==> src/rtl/wash_sequencer.sv <==
// wash_sequencer: schedules fill / agitate / drain / spin steps for the wash,
// rinse and spin phases of a washing machine. It drives the valves, the drum
// motor and the door lock, and reports a phase code and the seconds remaining.
module wash_sequencer #(
  parameter int TICK_DIV = 100000000,  // clk cycles per one-second tick
  parameter int W_SMALL  = 10,         // wash agitate seconds, mode 01
  parameter int W_MED    = 20,         // wash agitate seconds, mode 10
  parameter int W_LARGE  = 30,         // wash agitate seconds, mode 11
  parameter int RINSE_T  = 10,         // rinse agitate seconds
  parameter int SPIN_T   = 15,         // spin seconds
  parameter int FILL_TO  = 30,         // fill timeout seconds
  parameter int DRAIN_TO = 30          // drain timeout seconds
) (
  input  logic       clk,
  input  logic       rst,
  input  logic       start,
  input  logic [1:0] mode,
  input  logic       pause,
  input  logic       door_closed,
  input  logic       water_full,
  input  logic       water_empty,
  output logic [1:0] phase,
  output logic [1:0] motor,
  output logic       valve_in,
  output logic       valve_out,
  output logic       door_lock,
  output logic       busy,
  output logic [6:0] remain,
  output logic       done,
  output logic       err
);

  localparam int S_W = (TICK_DIV > 1) ? $clog2(TICK_DIV) : 1;
  localparam logic [S_W-1:0] SUB_LAST = S_W'(TICK_DIV - 1);

  localparam logic [6:0] L_W_SMALL  = 7'(W_SMALL);
  localparam logic [6:0] L_W_MED    = 7'(W_MED);
  localparam logic [6:0] L_W_LARGE  = 7'(W_LARGE);
  localparam logic [6:0] L_RINSE_T  = 7'(RINSE_T);
  localparam logic [6:0] L_SPIN_T   = 7'(SPIN_T);
  localparam logic [6:0] FILL_LAST  = 7'(FILL_TO - 1);
  localparam logic [6:0] DRAIN_LAST = 7'(DRAIN_TO - 1);
  localparam logic [6:0] SPIN_LAST  = 7'(SPIN_T - 1);

  typedef enum logic [2:0] {
    S_IDLE,
    S_FILL,
    S_AGITATE,
    S_DRAIN,
    S_SPIN,
    S_DONE,
    S_ERR
  } state_t;

  state_t         r_state, w_state_nxt;
  logic           r_rf, w_rf_nxt;           // 0 = wash pass, 1 = rinse pass
  logic [1:0]     r_mode, w_mode_nxt;       // load mode latched at start
  logic [S_W-1:0] r_sub, w_sub_nxt;         // sub-second cycle counter
  logic [6:0]     r_elapsed, w_elapsed_nxt; // elapsed seconds in this state
  logic           r_hold;                   // registered pause / door-open

  logic           w_busy;
  logic           w_adv;
  logic           w_tick;
  logic [6:0]     w_agit_len;

  assign w_busy = (r_state != S_IDLE) && (r_state != S_ERR);
  assign w_adv  = w_busy && !pause && door_closed;
  assign w_tick = w_adv && (r_sub == SUB_LAST);

  // Agitate length: rinse pass has its own time, wash pass depends on load.
  always_comb begin
    w_agit_len = L_W_SMALL;
    if (r_rf) begin
      w_agit_len = L_RINSE_T;
    end else begin
      case (r_mode)
        2'b10:   w_agit_len = L_W_MED;
        2'b11:   w_agit_len = L_W_LARGE;
        default: w_agit_len = L_W_SMALL;
      endcase
    end
  end

  // Next-state, pass flag, latched mode and second counters.
  always_comb begin
    // NOTE: every signal assigned here gets a default first so no path
    // leaves it unassigned, which would otherwise infer a latch.
    w_state_nxt   = r_state;
    w_rf_nxt      = r_rf;
    w_mode_nxt    = r_mode;
    w_sub_nxt     = r_sub;
    w_elapsed_nxt = r_elapsed;

    if (w_adv) begin
      if (w_tick) begin
        w_sub_nxt     = '0;
        w_elapsed_nxt = r_elapsed + 7'd1;
      end else begin
        w_sub_nxt = r_sub + 1'b1;
      end
    end

    case (r_state)
      S_IDLE: begin
        if (start && door_closed) begin
          w_mode_nxt  = mode;
          w_rf_nxt    = 1'b0;
          w_state_nxt = (mode == 2'b00) ? S_DRAIN : S_FILL;
        end
      end
      S_FILL: begin
        // Sensor exit has priority over the timeout on the same edge.
        if (w_adv) begin
          if (water_full) begin
            w_state_nxt = S_AGITATE;
          end else if (w_tick && (r_elapsed == FILL_LAST)) begin
            w_state_nxt = S_ERR;
          end
        end
      end
      S_AGITATE: begin
        if (w_tick && (r_elapsed == w_agit_len - 7'd1)) begin
          w_state_nxt = S_DRAIN;
        end
      end
      S_DRAIN: begin
        if (w_adv) begin
          if (water_empty) begin
            if (!r_rf && (r_mode != 2'b00)) begin
              w_rf_nxt    = 1'b1;
              w_state_nxt = S_FILL;
            end else begin
              w_state_nxt = S_SPIN;
            end
          end else if (w_tick && (r_elapsed == DRAIN_LAST)) begin
            w_state_nxt = S_ERR;
          end
        end
      end
      S_SPIN: begin
        if (w_tick && (r_elapsed == SPIN_LAST)) begin
          w_state_nxt = S_DONE;
        end
      end
      S_DONE:  w_state_nxt = S_IDLE;
      S_ERR:   w_state_nxt = S_ERR;
      default: w_state_nxt = S_IDLE;
    endcase

    // Second counters restart with every state change.
    if (w_state_nxt != r_state) begin
      w_sub_nxt     = '0;
      w_elapsed_nxt = '0;
    end
  end

  // State and counter registers with synchronous reset.
  always_ff @(posedge clk) begin
    // NOTE: sequential state uses non-blocking assignments so every register
    // samples pre-edge values regardless of statement order.
    if (rst) begin
      r_state   <= S_IDLE;
      r_rf      <= 1'b0;
      r_mode    <= 2'b00;
      r_sub     <= '0;
      r_elapsed <= '0;
      r_hold    <= 1'b0;
    end else begin
      r_state   <= w_state_nxt;
      r_rf      <= w_rf_nxt;
      r_mode    <= w_mode_nxt;
      r_sub     <= w_sub_nxt;
      r_elapsed <= w_elapsed_nxt;
      r_hold    <= pause || !door_closed;
    end
  end

  // Output decode from registered state only.
  always_comb begin
    phase     = 2'b00;
    motor     = 2'b00;
    valve_in  = 1'b0;
    valve_out = 1'b0;
    remain    = 7'd0;
    busy      = w_busy;
    door_lock = w_busy && (r_state != S_DONE);
    done      = (r_state == S_DONE);
    err       = (r_state == S_ERR);

    case (r_state)
      S_FILL: begin
        phase    = r_rf ? 2'b10 : 2'b01;
        valve_in = !r_hold;
      end
      S_AGITATE: begin
        phase  = r_rf ? 2'b10 : 2'b01;
        remain = w_agit_len - r_elapsed;
        if (!r_hold) begin
          motor = r_elapsed[1] ? 2'b10 : 2'b01;
        end
      end
      S_DRAIN: begin
        if (r_mode == 2'b00) begin
          phase = 2'b11;
        end else begin
          phase = r_rf ? 2'b10 : 2'b01;
        end
        valve_out = !r_hold;
      end
      S_SPIN: begin
        phase     = 2'b11;
        remain    = L_SPIN_T - r_elapsed;
        valve_out = !r_hold;
        if (!r_hold) begin
          motor = 2'b01;
        end
      end
      default: ;
    endcase
  end

endmodule
==> config.mk <==
export PLATFORM = sky130hd
export DESIGN_NAME = wash_sequencer
export DESIGN_NICKNAME = d
export VERILOG_FILES = /design/src/rtl/wash_sequencer.sv
export SDC_FILE = /design/constraint.sdc
export NUM_CORES = 1
export LEC_CHECK = 0
export CAP_MARGIN = 0
export CORE_UTILIZATION = 57
export CTS_BUF_LIST = sky130_fd_sc_hd__clkbuf_2
export DETAILED_ROUTE_END_ITERATION = 8
export HOLD_SLACK_MARGIN = 0.06
export PLACE_DENSITY = 0.89
export SLEW_MARGIN = 20
export SYNTH_ARGS = -nofsm -noshare
export SYNTH_HDL_FRONTEND = slang
export SYNTH_SLANG_ARGS = --single-unit
==> constraint.sdc <==
create_clock -name clk -period 3.4 [get_ports clk]
set_clock_uncertainty 0.1 [all_clocks]
set_input_delay 0.34 -clock clk [delete_from_list [all_inputs] [get_ports clk]]
set_output_delay 0.34 -clock clk [all_outputs]
set_load 0.1 [all_outputs]
==> impl_metrics.tcl, run 1 <==
set metrics [dict create \
    status "finished clean" \
    antenna_left 0 \
    fin_crit_sh 0.927 \
    grt_setup_unrepaired "no" \
    critPathTopFamily "simple AND/OR/NAND/NOR gates" \
    synth_seq_cells 41 \
    routed-via-count 2597 \
    clockBufferDepth 2 \
    leakage_nw 1.07 \
    setup_ws_ns 0.249 \
    yosysMostFrequentCell "nor2_1" \
    wl_met1_mm 2.85 \
    met3WireLength_um 343 \
    finalSetupViolations 0 \
    worstMarginPinSlew_ns 0.795 \
    gp_congestion 0.926 \
    drc 0 \
    cpPeakStageDelay_ns 0.39 \
    dp_hpwl_mm 4.66 \
    grt_pass1_wl_mm 10.8 \
    seqCellArea_um2 823 \
    io_pins 26 \
    die_area_um2 5150 \
    n_fill_cell 385 \
    port_buffers 25 \
    yosysWarnings 0 \
    ys.flop_type "dfxtp_1" \
    cts_sinks 41 \
    fin_crit_ns 3.15 \
    routedWlPerCell_um 14.4 \
    pre_cts_slack_ns 0.532 \
    maxCapViolCount 0 \
    synth_top_area_cell "dfxtp_1" \
    antenna_found_initial 0 \
    initial_core_util 0.591 \
    synth_top_family_by_area "simple AND/OR/NAND/NOR gates" \
    num-nets-final 396 \
    rows 25 \
    fp.dieW_um 71.7 \
    vias_per_cell 6.04 \
    cts_setup_buffers 0 \
    fp.coreArea_um2 4690 \
    fin_setup_tns_ns 0 \
    drive_gt1_frac 0.138 \
    synthMuxAreaShare 0.0144 \
    cts_tree "built" \
    numCtsBuffers 5 \
    wl_met2_mm 2.94 \
    hold_viol 0 \
    multi_input_area_um2 1820 \
    grt_util_all_layers 0.260 \
    path_clk_slew_ns 0.21 \
    syn_avg_cell_area_um2 7.77 \
    clk_latency_ns 0.41 \
    drv_slew 0 \
    syn_inst 357 \
    cp.arrival_ns 2.71 \
    cp_cell_sequence "nor2b_2 > nand2b_1 > inv_1 > fa_2 > or2_2 > a21oi_1 > o21ai_0 > a21oi_1 > nand4b_1 > nand3_1 > buf_12" \
    synthAdderAreaFrac 0.0641 \
    num_antenna_cells 0 \
    die_height_um 71.7 \
    globalRouteOverflowTotal 0 \
    synth_fp_nets 378 \
    cp_num_buf_inv 2 \
    cts_root_buf "clkbuf_2" \
    clock.fmax_mhz 317 \
    async_flop_share 0 \
    wirelength_mm 6.19 \
    synth-simple-area-share 0.351 \
    grt_pass1_vias 2383 \
    drtPass1Iterations 5 \
    synth_top_area_frac 0.296 \
    ir_drop_uv 234 \
    crit_path_start_kind "register" \
    critPathRequiredTime_ns 2.96 \
    cellPowerDensity_nw_per_um2 327 \
    endpoint_kind "output pin" \
    synth_xor_area_frac 0.101 \
    ys_seq_area_frac 0.296 \
    top_layer_used "met4" \
    crit_path_max_fanout 5 \
    synth_area_leaders "dfxtp_1 (30%), nor2_1 (7.6%), xnor2_1 (6.0%), ha_1 (5.0%), xor2_1 (4.1%)" \
    yosys-top-cells-count "nor2_1 (56), dfxtp_1 (41), nand2_1 (27)" \
    path_class "reg -> out" \
    synth_cell_types 61 \
    h-tree-depth 2 \
    syn_area_um2 2770 \
    crit_path_frequent_cell "a21oi_1" \
    hold_path_class "reg -> reg" \
    cts_resized 0 \
    postCtsHoldBufs 0 \
    synth_edf_count 0 \
    drt_iter0_drc 167 \
    max_slew_margin 0.469 \
    grt_max_degree 30 \
    syn_to_final_growth_pct 12.0 \
    holdWs_ns 0.438 \
    synth-compound-area-share 0.118 \
    crit_slowest_cell "fa_2" \
]
area by class of cell:
type                    count  area share
flip-flops and latches     41       0.265
multi-input cells         282       0.586
well taps                  54      0.0218
inverters                  16      0.0193
repair buffers             29      0.0927
clock buffers               5     0.00806
clock inverters             3     0.00685
stage by stage:
| stage | total power, W | instance area [um2] | std cells | util |
|---|---|---|---|---|
| floorplan | 0.000735 | 2790 | 357 | - |
| global placement | 0.000797 | 3050 | 422 | 0.650 |
| detailed placement | 0.000800 | 3050 | 422 | 0.650 |
| CTS | 0.00102 | 3100 | 430 | 0.660 |
| global route | 0.00106 | 3110 | 430 | 0.662 |
| finish | 0.00102 | 3110 | 430 | 0.662 |
report_power, final:
part           switching (W)  internal, W  total [W]
combinational       0.000214    0.0000785   0.000293
sequential         0.0000124     0.000489   0.000501
clock               0.000171    0.0000520   0.000223
total               0.000397     0.000619    0.00102
metal layers:
layer / vias up / global-route usage
met4: 0 / 0.0566
met2: 90 / 0.431
met3: 7 / 0.0422
met1: 1224 / 0.356
met5: - / 0
li1: 1276 / -
tightest hold or removal path, delay by kind of cell, from the launching register on:
family	cells	cell delay (ns)
simple gates	1	0.07
flops	1	0.39
compound gates	1	0.06
path summary, 6_finish.rpt:
| check | start | end | slack, ns | cells after the start |
|---|---|---|---|---|
| worst max register to register | r_state[1]$_SDFF_PP0_ | r_sub[8]$_SDFFE_PP0N_ | 0.63 | 6 |
| worst min register to register | r_sub[1]$_SDFFE_PP0N_ | r_sub[1]$_SDFFE_PP0N_ | 0.44 | 2 |
| worst min-delay path | r_sub[1]$_SDFFE_PP0N_ | r_sub[1]$_SDFFE_PP0N_ | 0.44 | 2 |
| worst max-delay path | r_mode[1]$_SDFFE_PP0P_ | remain[6] | 0.25 | 11 |
flip-flops by register name, summed over array words and instances (netlist names):
signal,count
r_elapsed,7
r_rf,1
r_mode,2
r_sub,27
r_hold,1
r_state,3
kinds of logic (layout without fill, tap and decap cells):
family | count (synthesis) | in the layout
muxes | 4 | 4
xor gates and xnor gates | 32 | 32
adders and majority gates | 14 | 14
and+or+nand+nor | 181 | 181
DFF | 41 | 41
AOI/OAI and AO/OA | 51 | 51
buffers and inverters | 34 | 53
cell usage in the layout, fill, tap and decap left out, drive strengths merged, types with 6 or more instances in the layout:
cell type       n
xnor2          19
inv            17
a21oi          20
nor2           60
xor2           13
buf            21
nor3           15
nand2b          9
o21ai          11
or3             6
nand2          27
ha             11
and4            7
nand3          10
nand4          13
nor4            6
dfxtp          41
clkdlybuf4s50   8
Note: power is estimated with default switching activity, not from simulation.
==> run 2, diff against run 1 <==
- CORE_MARGIN: not set -> 1.5
==> impl_metrics.tcl, run 2 (synthesis results as in run 1) <==
set metrics [dict create \
    fp.dieW_um 72.7 \
    p_int_w 0.000620 \
    swShare 0.399 \
    top_regs "r_sub: 27 flops, r_elapsed: 7 flops, r_state: 3 flops" \
    num-nets-final 397 \
    vias_per_cell 6.12 \
    timing.hold.worst_path_depth 2 \
    fin_crit_ns 3.16 \
    syn_to_final_growth_pct 12.5 \
    antenna_left 0 \
    fin_setup_tns_ns 0 \
    path_class "reg -> out" \
    clk_latency_ns 0.42 \
    finalSetupViolations 0 \
    fp.coreArea_um2 4690 \
    power_w 0.00103 \
    status "finished clean" \
    sequentialPowerShare 0.492 \
    h-tree-depth 2 \
    p_comb_frac 0.280 \
    postCtsHoldBufs 0 \
    gp_congestion 0.953 \
    max_slew_margin 0.420 \
    numCtsBuffers 5 \
    hold_viol 0 \
    leakage_nw 1.07 \
    hold_path_class "reg -> reg" \
    top_register "r_sub" \
    pwr-share-clk 0.228 \
    hold_end "r_sub[1]$_SDFFE_PP0N_" \
    port_buffers 25 \
    clock.fmax_mhz 316 \
    routed-via-count 2638 \
    antenna_found_initial 0 \
    grt_pass1_vias 2267 \
    drive_gt1_frac 0.146 \
    met1_usage 0.363 \
    crit_path_start_kind "register" \
    holdWs_ns 0.426 \
    top_usage_layer "met2" \
    setup_ws_ns 0.236 \
    cts_tree "built" \
    maxCapViolCount 0 \
    crit_path_max_fanout 5 \
    largest_register_ffs 27 \
    grt_setup_unrepaired "no" \
    wirelength_mm 6.59 \
    endpoint_kind "output pin" \
    cellPowerDensity_nw_per_um2 331 \
    rows 25 \
    grt_use_met3 0.0594 \
    reg2reg_to "r_sub[8]$_SDFFE_PP0N_" \
    cp.arrival_ns 2.72 \
    worstMarginPinSlew_ns 0.869 \
    layout_commonest_cell "nor2_1" \
    grt_util_all_layers 0.259 \
    rr_worst_depth 6 \
    globalRouteOverflowTotal 0 \
    routedWlPerCell_um 15.3 \
    num_antenna_cells 0 \
    fin_crit_sh 0.931 \
    drtPass1Iterations 5 \
    drc 0 \
    grt_util_met2 0.389 \
    holdCritStartpoint "r_sub[1]$_SDFFE_PP0N_" \
    ir_drop_uv 363 \
    drv_slew 0 \
    ff2ff_setup_slack_ns 0.52 \
    power.switching_w 0.000412 \
    cts_setup_buffers 0 \
    clockBufferDepth 2 \
    dp_hpwl_mm 4.81 \
    drt_iter0_drc 202 \
    path_clk_slew_ns 0.23 \
    crit-reg2reg-launch "r_state[1]$_SDFF_PP0_" \
    initial_core_util 0.591 \
    pre_cts_slack_ns 0.533 \
    die_height_um 72.7 \
    die_area_um2 5290 \
    cts_sinks 41 \
    io_pins 26 \
    critPathRequiredTime_ns 2.96 \
    grt_pass1_wl_mm 10.8 \
    cts_root_buf "clkbuf_2" \
    grt_max_degree 18 \
    layout_common_cells "nor2_1 (55), dfxtp_1 (39), nand2_1 (27)" \
]
[run 2: worst max-delay path by stage]
| stage | to | depth (start not counted) | start |
|---|---|---|---|
| 5_1_grt | remain[4] | 10 | r_mode[1]$_SDFFE_PP0P_ |
| 6_report | remain[4] | 10 | r_mode[1]$_SDFFE_PP0P_ |
| 3_5_place_dp | r_sub[21]$_SDFFE_PP0N_ | 7 | door_closed |
| 2_1_floorplan | remain[3] | 9 | r_rf$_SDFFE_PP0P_ |
| 4_1_cts | remain[6] | 11 | r_rf$_SDFFE_PP0P_ |
| 3_3_place_gp | remain[6] | 11 | r_rf$_SDFFE_PP0P_ |
[run 2: critical path, stage by stage (launching register included)]
cell and delay, ns:
dfxtp_2 0.41, nor2b_2 0.20, nand2b_1 0.12, ha_2 0.40, inv_1 0.06, o311ai_0 0.31, o21ai_0 0.19, o21ai_0 0.18
a22oi_1 0.11, nor2_2 0.15, buf_12 0.19
[run 2: final cells by class]
cell class | count | area (um2)
timing repair buffer | 30 | 295
inverter | 16 | 60.1
clock buffer | 5 | 25.0
sequential | 41 | 823
multi-input combinational | 282 | 1830
clock inverter | 3 | 21.3
tap | 54 | 67.6
fill | 376 | 1570
[run 2: routing by layer]
layer,share of wire,up-vias
li1,-,1284
met1,0.46,1211
met2,0.45,123
met3,0.069,20
met4,0.020,0
met5,0,-
[run 2: power groups by stage]
stage,Clock [W],Combinational (W),Sequential [W]
finish,0.000235,0.000288,0.000508
global route,0.000264,0.000304,0.000510
CTS,0.000236,0.000285,0.000507
detailed placement,0,0.000284,0.000515
global placement,0,0.000281,0.000515
floorplan,0,0.000231,0.000503
[run 2: through the flow]
step | util | instance area [um2] | cells
2_1_floorplan | - | 2790 | 357
3_3_place_gp | 0.652 | 3060 | 423
3_5_place_dp | 0.652 | 3060 | 423
4_1_cts | 0.662 | 3110 | 431
5_1_grt | 0.665 | 3120 | 431
6_report | 0.665 | 3120 | 431
[run 2: repair_timing]
| action | 4_1_cts | 5_1_grt |
|---|---|---|
| resized for setup | 0 | 7 |
| hold endpoints to repair | 0 | 0 |
| endpoints found under the setup margin | 0 | 2 |
==> run 3, diff against run 2 <==
- CAP_MARGIN: 0 -> 20
==> results of run 3 <==
Same layout as run 2: the final DEF is identical, and so are final timing and power.
